--- config.mk ---
export PLATFORM = sky130hd
export DESIGN_NAME = multicycle_ctrl_flat
export DESIGN_NICKNAME = d
export VERILOG_FILES = /design/src/rtl/multicycle_ctrl_if.sv /design/src/rtl/multicycle_ctrl.sv /design/src/flat_wrapper.sv
export SDC_FILE = /design/constraint.sdc
export NUM_CORES = 1
export LEC_CHECK = 0
export CAP_MARGIN = 15
export CORE_ASPECT_RATIO = 0.8
export CORE_MARGIN = 3
export CORE_UTILIZATION = 45
export DETAILED_ROUTE_END_ITERATION = 8
export PLACE_DENSITY = 0.77
export RECOVER_POWER = 50
export SYNTH_ARGS = -nofsm -noshare
export SYNTH_HDL_FRONTEND = slang
export SYNTH_SLANG_ARGS = --single-unit
export TNS_END_PERCENT = 100
--- constraint.sdc ---
create_clock -name clk_i -period 6.6 [get_ports clk_i]
set_input_delay 1.32 -clock clk_i [delete_from_list [all_inputs] [get_ports clk_i]]
set_output_delay 1.32 -clock clk_i [all_outputs]
set_load 0.1 [all_outputs]
--- src/rtl/multicycle_ctrl_if.sv ---
// Shared instruction/data memory request bus between the multi-cycle controller and memory.
// The controller drives the request side; memory answers with a ready strobe.
interface multicycle_ctrl_if;
  logic mem_req;
  logic mem_we;
  logic iord;
  logic mem_ready;

  modport master (
    output mem_req,
    output mem_we,
    output iord,
    input  mem_ready
  );

  modport slave (
    input  mem_req,
    input  mem_we,
    input  iord,
    output mem_ready
  );
endinterface

--- src/rtl/multicycle_ctrl.sv ---
// Multi-cycle MIPS control FSM: sequences one instruction over several cycles, drives datapath
// selects/enables and the shared memory port, and counts retired instructions.
module multicycle_ctrl #(
  parameter int unsigned CNT_W = 32
) (
  input  logic                 clk_i,
  input  logic                 rst_i,
  input  logic [5:0]           opcode_i,
  input  logic [5:0]           funct_i,
  input  logic                 zero_i,
  multicycle_ctrl_if.master    mem_io,
  output logic                 ir_write_o,
  output logic                 pc_write_o,
  output logic [1:0]           pc_source_o,
  output logic                 reg_write_o,
  output logic [1:0]           reg_dst_o,
  output logic [1:0]           mem_to_reg_o,
  output logic                 alu_src_a_o,
  output logic [1:0]           alu_src_b_o,
  output logic [2:0]           alu_op_o,
  output logic [3:0]           state_o,
  output logic                 illegal_o,
  output logic [CNT_W-1:0]     instr_cnt_o
);

  localparam logic [5:0] OpRtype = 6'h00;
  localparam logic [5:0] OpJ     = 6'h02;
  localparam logic [5:0] OpJal   = 6'h03;
  localparam logic [5:0] OpBeq   = 6'h04;
  localparam logic [5:0] OpBne   = 6'h05;
  localparam logic [5:0] OpAddi  = 6'h08;
  localparam logic [5:0] OpSlti  = 6'h0A;
  localparam logic [5:0] OpOri   = 6'h0D;
  localparam logic [5:0] OpLw    = 6'h23;
  localparam logic [5:0] OpSw    = 6'h2B;
  localparam logic [5:0] FnJr    = 6'h08;

  typedef enum logic [3:0] {
    StFetch   = 4'd0,
    StDecode  = 4'd1,
    StMemAddr = 4'd2,
    StMemRd   = 4'd3,
    StMemWb   = 4'd4,
    StMemWr   = 4'd5,
    StExecR   = 4'd6,
    StRWb     = 4'd7,
    StExecI   = 4'd8,
    StIWb     = 4'd9,
    StBranch  = 4'd10,
    StJump    = 4'd11,
    StJr      = 4'd12,
    StTrap    = 4'd13
  } state_e;

  state_e           state_q, state_d;
  logic [CNT_W-1:0] cnt_q, cnt_d;

  always_comb begin
    state_d          = state_q;
    mem_io.mem_req   = 1'b0;
    mem_io.mem_we    = 1'b0;
    mem_io.iord      = 1'b0;
    ir_write_o       = 1'b0;
    pc_write_o       = 1'b0;
    pc_source_o      = 2'b00;
    reg_write_o      = 1'b0;
    reg_dst_o        = 2'b00;
    mem_to_reg_o     = 2'b00;
    alu_src_a_o      = 1'b0;
    alu_src_b_o      = 2'b00;
    alu_op_o         = 3'b000;
    illegal_o        = 1'b0;

    case (state_q)
      StFetch: begin
        mem_io.mem_req = 1'b1;
        alu_src_b_o    = 2'b01;
        if (mem_io.mem_ready) begin
          ir_write_o = 1'b1;
          pc_write_o = 1'b1;
          state_d    = StDecode;
        end
      end
      StDecode: begin
        alu_src_b_o = 2'b11;
        case (opcode_i)
          OpLw, OpSw:           state_d = StMemAddr;
          OpRtype:              state_d = (funct_i == FnJr) ? StJr : StExecR;
          OpAddi, OpSlti, OpOri: state_d = StExecI;
          OpBeq, OpBne:         state_d = StBranch;
          OpJ, OpJal:           state_d = StJump;
          default:              state_d = StTrap;
        endcase
      end
      StMemAddr: begin
        alu_src_a_o = 1'b1;
        alu_src_b_o = 2'b10;
        state_d     = (opcode_i == OpLw) ? StMemRd : StMemWr;
      end
      StMemRd: begin
        mem_io.mem_req = 1'b1;
        mem_io.iord    = 1'b1;
        if (mem_io.mem_ready) state_d = StMemWb;
      end
      StMemWb: begin
        reg_write_o  = 1'b1;
        mem_to_reg_o = 2'b01;
        state_d      = StFetch;
      end
      StMemWr: begin
        mem_io.mem_req = 1'b1;
        mem_io.mem_we  = 1'b1;
        mem_io.iord    = 1'b1;
        if (mem_io.mem_ready) state_d = StFetch;
      end
      StExecR: begin
        alu_src_a_o = 1'b1;
        alu_op_o    = 3'b010;
        state_d     = StRWb;
      end
      StRWb: begin
        reg_write_o = 1'b1;
        reg_dst_o   = 2'b01;
        state_d     = StFetch;
      end
      StExecI: begin
        alu_src_a_o = 1'b1;
        alu_src_b_o = 2'b10;
        case (opcode_i)
          OpSlti:  alu_op_o = 3'b011;
          OpOri:   alu_op_o = 3'b100;
          default: alu_op_o = 3'b000;
        endcase
        state_d = StIWb;
      end
      StIWb: begin
        reg_write_o = 1'b1;
        state_d     = StFetch;
      end
      StBranch: begin
        alu_src_a_o = 1'b1;
        alu_op_o    = 3'b001;
        pc_source_o = 2'b01;
        pc_write_o  = ((opcode_i == OpBeq) && zero_i) || ((opcode_i == OpBne) && !zero_i);
        state_d     = StFetch;
      end
      StJump: begin
        pc_source_o = 2'b10;
        pc_write_o  = 1'b1;
        // PC already holds PC+4, which is the jal link value
        if (opcode_i == OpJal) begin
          reg_write_o  = 1'b1;
          reg_dst_o    = 2'b10;
          mem_to_reg_o = 2'b10;
        end
        state_d = StFetch;
      end
      StJr: begin
        pc_source_o = 2'b11;
        pc_write_o  = 1'b1;
        state_d     = StFetch;
      end
      StTrap: begin
        illegal_o = 1'b1;
      end
      default: state_d = StTrap;
    endcase

    state_o = state_q;

    // Reset shows FETCH selects with every write/request suppressed
    if (rst_i) begin
      mem_io.mem_req = 1'b0;
      mem_io.mem_we  = 1'b0;
      mem_io.iord    = 1'b0;
      ir_write_o     = 1'b0;
      pc_write_o     = 1'b0;
      pc_source_o    = 2'b00;
      reg_write_o    = 1'b0;
      reg_dst_o      = 2'b00;
      mem_to_reg_o   = 2'b00;
      alu_src_a_o    = 1'b0;
      alu_src_b_o    = 2'b01;
      alu_op_o       = 3'b000;
      illegal_o      = 1'b0;
      state_o        = StFetch;
    end

    cnt_d = cnt_q;
    if ((state_q != StFetch) && (state_d == StFetch)) cnt_d = cnt_q + CNT_W'(1);
  end

  always_ff @(posedge clk_i) begin
    if (rst_i) begin
      state_q <= StFetch;
      cnt_q   <= '0;
    end else begin
      state_q <= state_d;
      cnt_q   <= cnt_d;
    end
  end

  assign instr_cnt_o = cnt_q;

endmodule

--- src/flat_wrapper.sv ---
// flat-port wrapper written by rule: the top's interface ports become plain ports
module multicycle_ctrl_flat 
#(
  parameter int unsigned CNT_W = 32
)
  (clk_i, rst_i, opcode_i, funct_i, zero_i, ir_write_o, pc_write_o, pc_source_o, reg_write_o, reg_dst_o, mem_to_reg_o, alu_src_a_o, alu_src_b_o, alu_op_o, state_o, illegal_o, instr_cnt_o, mem_io_mem_req, mem_io_mem_we, mem_io_iord, mem_io_mem_ready);
  multicycle_ctrl_if mem_io_i ();
  input  logic clk_i;
  input  logic rst_i;
  input  logic [5:0] opcode_i;
  input  logic [5:0] funct_i;
  input  logic zero_i;
  output logic ir_write_o;
  output logic pc_write_o;
  output logic [1:0] pc_source_o;
  output logic reg_write_o;
  output logic [1:0] reg_dst_o;
  output logic [1:0] mem_to_reg_o;
  output logic alu_src_a_o;
  output logic [1:0] alu_src_b_o;
  output logic [2:0] alu_op_o;
  output logic [3:0] state_o;
  output logic illegal_o;
  output logic [CNT_W-1:0] instr_cnt_o;
  output wire logic [$bits(mem_io_i.mem_req)-1:0] mem_io_mem_req;
  output wire logic [$bits(mem_io_i.mem_we)-1:0] mem_io_mem_we;
  output wire logic [$bits(mem_io_i.iord)-1:0] mem_io_iord;
  input wire logic [$bits(mem_io_i.mem_ready)-1:0] mem_io_mem_ready;
  assign mem_io_mem_req = mem_io_i.mem_req;
  assign mem_io_mem_we = mem_io_i.mem_we;
  assign mem_io_iord = mem_io_i.iord;
  assign mem_io_i.mem_ready = mem_io_mem_ready;
  multicycle_ctrl #(.CNT_W(CNT_W)) u_core (.clk_i(clk_i), .rst_i(rst_i), .opcode_i(opcode_i), .funct_i(funct_i), .zero_i(zero_i), .mem_io(mem_io_i), .ir_write_o(ir_write_o), .pc_write_o(pc_write_o), .pc_source_o(pc_source_o), .reg_write_o(reg_write_o), .reg_dst_o(reg_dst_o), .mem_to_reg_o(mem_to_reg_o), .alu_src_a_o(alu_src_a_o), .alu_src_b_o(alu_src_b_o), .alu_op_o(alu_op_o), .state_o(state_o), .illegal_o(illegal_o), .instr_cnt_o(instr_cnt_o));
endmodule
==> results.rst <==
.. list-table::
   :header-rows: 1

   * - Metric
     - Value
   * - Distinct cells, synth
     - 50
   * - Placed cell area
     - 3052 um^2
   * - #FFs+latches synth
     - 36
   * - Fraction of layout instances using a drive strength above 1
     - 8.753%
   * - Starting density of the core
     - 47.41%
   * - Worst-path fanout max
     - 11
   * - Outcome
     - finished clean
   * - Number of flops mapped to enable cells by yosys
     - 0
   * - Total of cells resized after clock tree synthesis
     - 0
   * - Worst min path class
     - flip-flop to flip-flop
   * - Critical path capture point type
     - output port
   * - Iter 0 DRT Violations
     - 252
   * - Worst setup path class
     - input port to output port
   * - Wire length of the first global-routing pass
     - 11,720 um
   * - Vias per inst
     - 6.164
   * - Post-route setup slack
     - 1223 ps
   * - Post-synthesis instance total
     - 321
   * - Top library cells by usage in the layout, fill and taps aside
     - 36 x dlygate4sd3_1, 36 x dfxtp_1, 26 x a21oi_1
   * - Final number of max-transition violations
     - 0
   * - Initial antenna violation count
     - 0
   * - Critical path startpoint category
     - input port
   * - Final Net Count
     - 393
   * - Later-pin clock latency in the skew report
     - 290 ps
   * - First-pass DRT Iterations
     - 4
   * - Deepest level of the CTS H-tree
     - 2
   * - Antenna Diode Count
     - 0
   * - Clock tree from TritonCTS
     - yes
   * - Total power of the final layout
     - 0.7111 mW
   * - Worst-case clock buffer depth
     - 2
   * - Final setup vio count
     - 0
   * - Total overflow reported by the global router
     - 0
   * - Slew HR
     - 20.90%
   * - Syn nets
     - 338
   * - Overall fraction of global-route tracks in use
     - 22.71%
   * - Vias in the first global route
     - 2,409
   * - Count of nets left with antenna violations after detail routing
     - 0
   * - Clk sinks
     - 36
   * - GP Congestion
     - 0.8476
   * - Estimated wirelength of the detail-placed design
     - 5006 um
   * - Setup TNS after final layout
     - 0 ps
   * - Async SR Flop Fraction
     - 0%
   * - Residual DRC
     - 0
   * - Count of fill cells added during filler insertion
     - 489
   * - Number of buffers created by CTS
     - 5
   * - Core Rows
     - 23
   * - P&R area growth vs syn
     - 31.30%
   * - Number of buffers inserted by post-CTS setup repair
     - 0
   * - Clock Skews
     - 7.232 ps
   * - Data arrival time of the worst path
     - 4060 ps
   * - Crit share post-route
     - 81.47%
   * - Share of the yosys chip area belonging to registers
     - 29.84%
   * - Number of warnings printed during yosys synthesis
     - 0
   * - Pin slew with the least headroom to its limit
     - 1192 ps
   * - Pin count of the biggest net entering global routing
     - 46
   * - I/O Buffers
     - 70
   * - CTS root buffer
     - clkbuf_8
   * - Worst vdd rail ir drop
     - 0.1648 mV
   * - CTS clk-pin slew, worst paths
     - 70 ps
   * - I/O pin count
     - 71
   * - Hold violation count in the final report
     - 0
   * - Dominant register cell in the synthesized netlist
     - dfxtp_1
   * - Final critical-path required period
     - 5377 ps
   * - Max Fclk
     - 186.0 MHz
   * - Leakage component of the power
     - 1.162 nW
   * - WL final
     - 6955 um
   * - Wire per inst
     - 15.84 um
   * - Design area
     - 3171 um^2
   * - Die boundary width
     - 87.90 um
   * - Die Height
     - 71.52 um
   * - Unrepaired setup endpoints after global routing
     - no
   * - Number of buffers inserted for hold repair after clock tree synthesis
     - 0
   * - PwrDens
     - 224.3 nW/um^2
   * - Overall die area
     - 6287 um^2
   * - Mapped Avg Cell Area
     - 7.523 um^2
   * - Minimum setup slack after placement
     - 1308 ps
   * - CORE AREA
     - 5094 um^2
   * - Max capacitance violation total
     - 0
   * - Post-synth design cell area
     - 2415 um^2
   * - Required time at the worst-slack endpoint
     - 5280 ps
   * - Routed via count
     - 2,706
[stage by stage]
| step | hold slack, ps | util, % | cells |
|---|---|---|---|
| 5_1_grt | 531.3 | 62.25 | 439 |
| 4_1_cts | 511.9 | 62.39 | 439 |
| 3_5_place_dp | 484.3 | 59.91 | 431 |
| 6_report | 508.9 | 62.25 | 439 |
| 2_1_floorplan | 653.9 | - | 321 |
| 3_3_place_gp | 476.0 | 59.91 | 431 |
[area by class of cell]
type / count / area (um^2) / area share [%]
Multi-Input combinational cell: 254 / 1568 / 49.45
Sequential cell: 36 / 720.7 / 22.73
Clock inverter: 1 / 30.03 / 0.9471
Tap cell: 62 / 77.57 / 2.447
Inverter: 8 / 30.03 / 0.9471
Clock buffer: 7 / 96.34 / 3.039
Timing Repair Buffer: 71 / 648.1 / 20.44
[metal layers]
layer / track usage [%] / vias up / wire length [um]
li1: - / 1331 / -
met1: 34.99 / 1292 / 3452
met2: 32.94 / 77 / 3105
met3: 3.908 / 6 / 349
met4: 4.940 / 0 / 48
met5: 0 / - / 0
[kinds of logic after synthesis]
group                    Yosys count  share of synthesized area [%]
buffers and inverters             31                          5.233
flip-flops                        36                          29.84
AO/OA/AOI/OAI                     79                          20.36
adder cells (fa/ha/maj)            1                         0.5181
AND/OR/NAND/NOR                  164                          40.26
XOR/XNOR                           8                          2.902
multiplexers                       2                         0.8808
[report_power, final]
group          switching (mW)  internal (mW)  leakage (nW)
Combinational           0.179         0.0680         0.807
Sequential             0.0277          0.224         0.291
Clock                  0.0792          0.133        0.0645
[synth_stat cells, types with 2 or more instances]
library cell | instances | share of area [%]
nor3b_1 | 2 | 0.62
and3_1 | 9 | 2.3
a31oi_1 | 2 | 0.52
nor4_1 | 5 | 1.3
a211oi_1 | 2 | 0.62
and3b_1 | 2 | 0.73
or4_1 | 15 | 4.7
buf_2 | 2 | 0.41
o21a_1 | 4 | 1.2
o21ai_0 | 19 | 3.9
nand3_1 | 16 | 3.3
clkbuf_1 | 17 | 2.6
nor2_1 | 21 | 3.3
xor2_1 | 5 | 1.8
nand2b_1 | 4 | 1.0
dfxtp_1 | 36 | 30
a21oi_1 | 26 | 5.4
nand4_1 | 11 | 2.8
o211ai_1 | 4 | 1.2
a21boi_0 | 2 | 0.62
o22ai_1 | 3 | 0.78
or3_1 | 17 | 4.4
o211a_1 | 2 | 0.83
nor2b_1 | 4 | 1.0
and4_1 | 3 | 1.1
buf_1 | 3 | 0.47
xnor2_1 | 3 | 1.1
o31ai_1 | 11 | 3.4
nor3_1 | 16 | 3.3
inv_1 | 7 | 1.1
nor4b_1 | 5 | 1.8
nand3b_1 | 3 | 0.93
nand2_1 | 23 | 3.6
[path summary, 6_finish.rpt]
path         slack (ps)  depth (start not counted)                      to                   start
max                1220                          7             reg_write_o             opcode_i[0]
max reg2reg        3180                          7  u_core.instr_cnt_o[31]       u_core.state_q[0]
min                 510                          2  u_core.instr_cnt_o[13]  u_core.instr_cnt_o[13]
min reg2reg         510                          2  u_core.instr_cnt_o[13]  u_core.instr_cnt_o[13]
[registers in the layout, summed over array words and instances (netlist names)]
signal,cells
u_core.state_q,4
u_core.instr_cnt_o,32
[worst max-delay path, stage by stage]
cell,delay (ps)
dlygate4sd3_1,750
and4bb_1,330
nand2_1,80
a211oi_1,240
a21oi_1,60
nor2_1,120
clkdlybuf4s50_1,1140
Power figures use the tool's default switching activity.
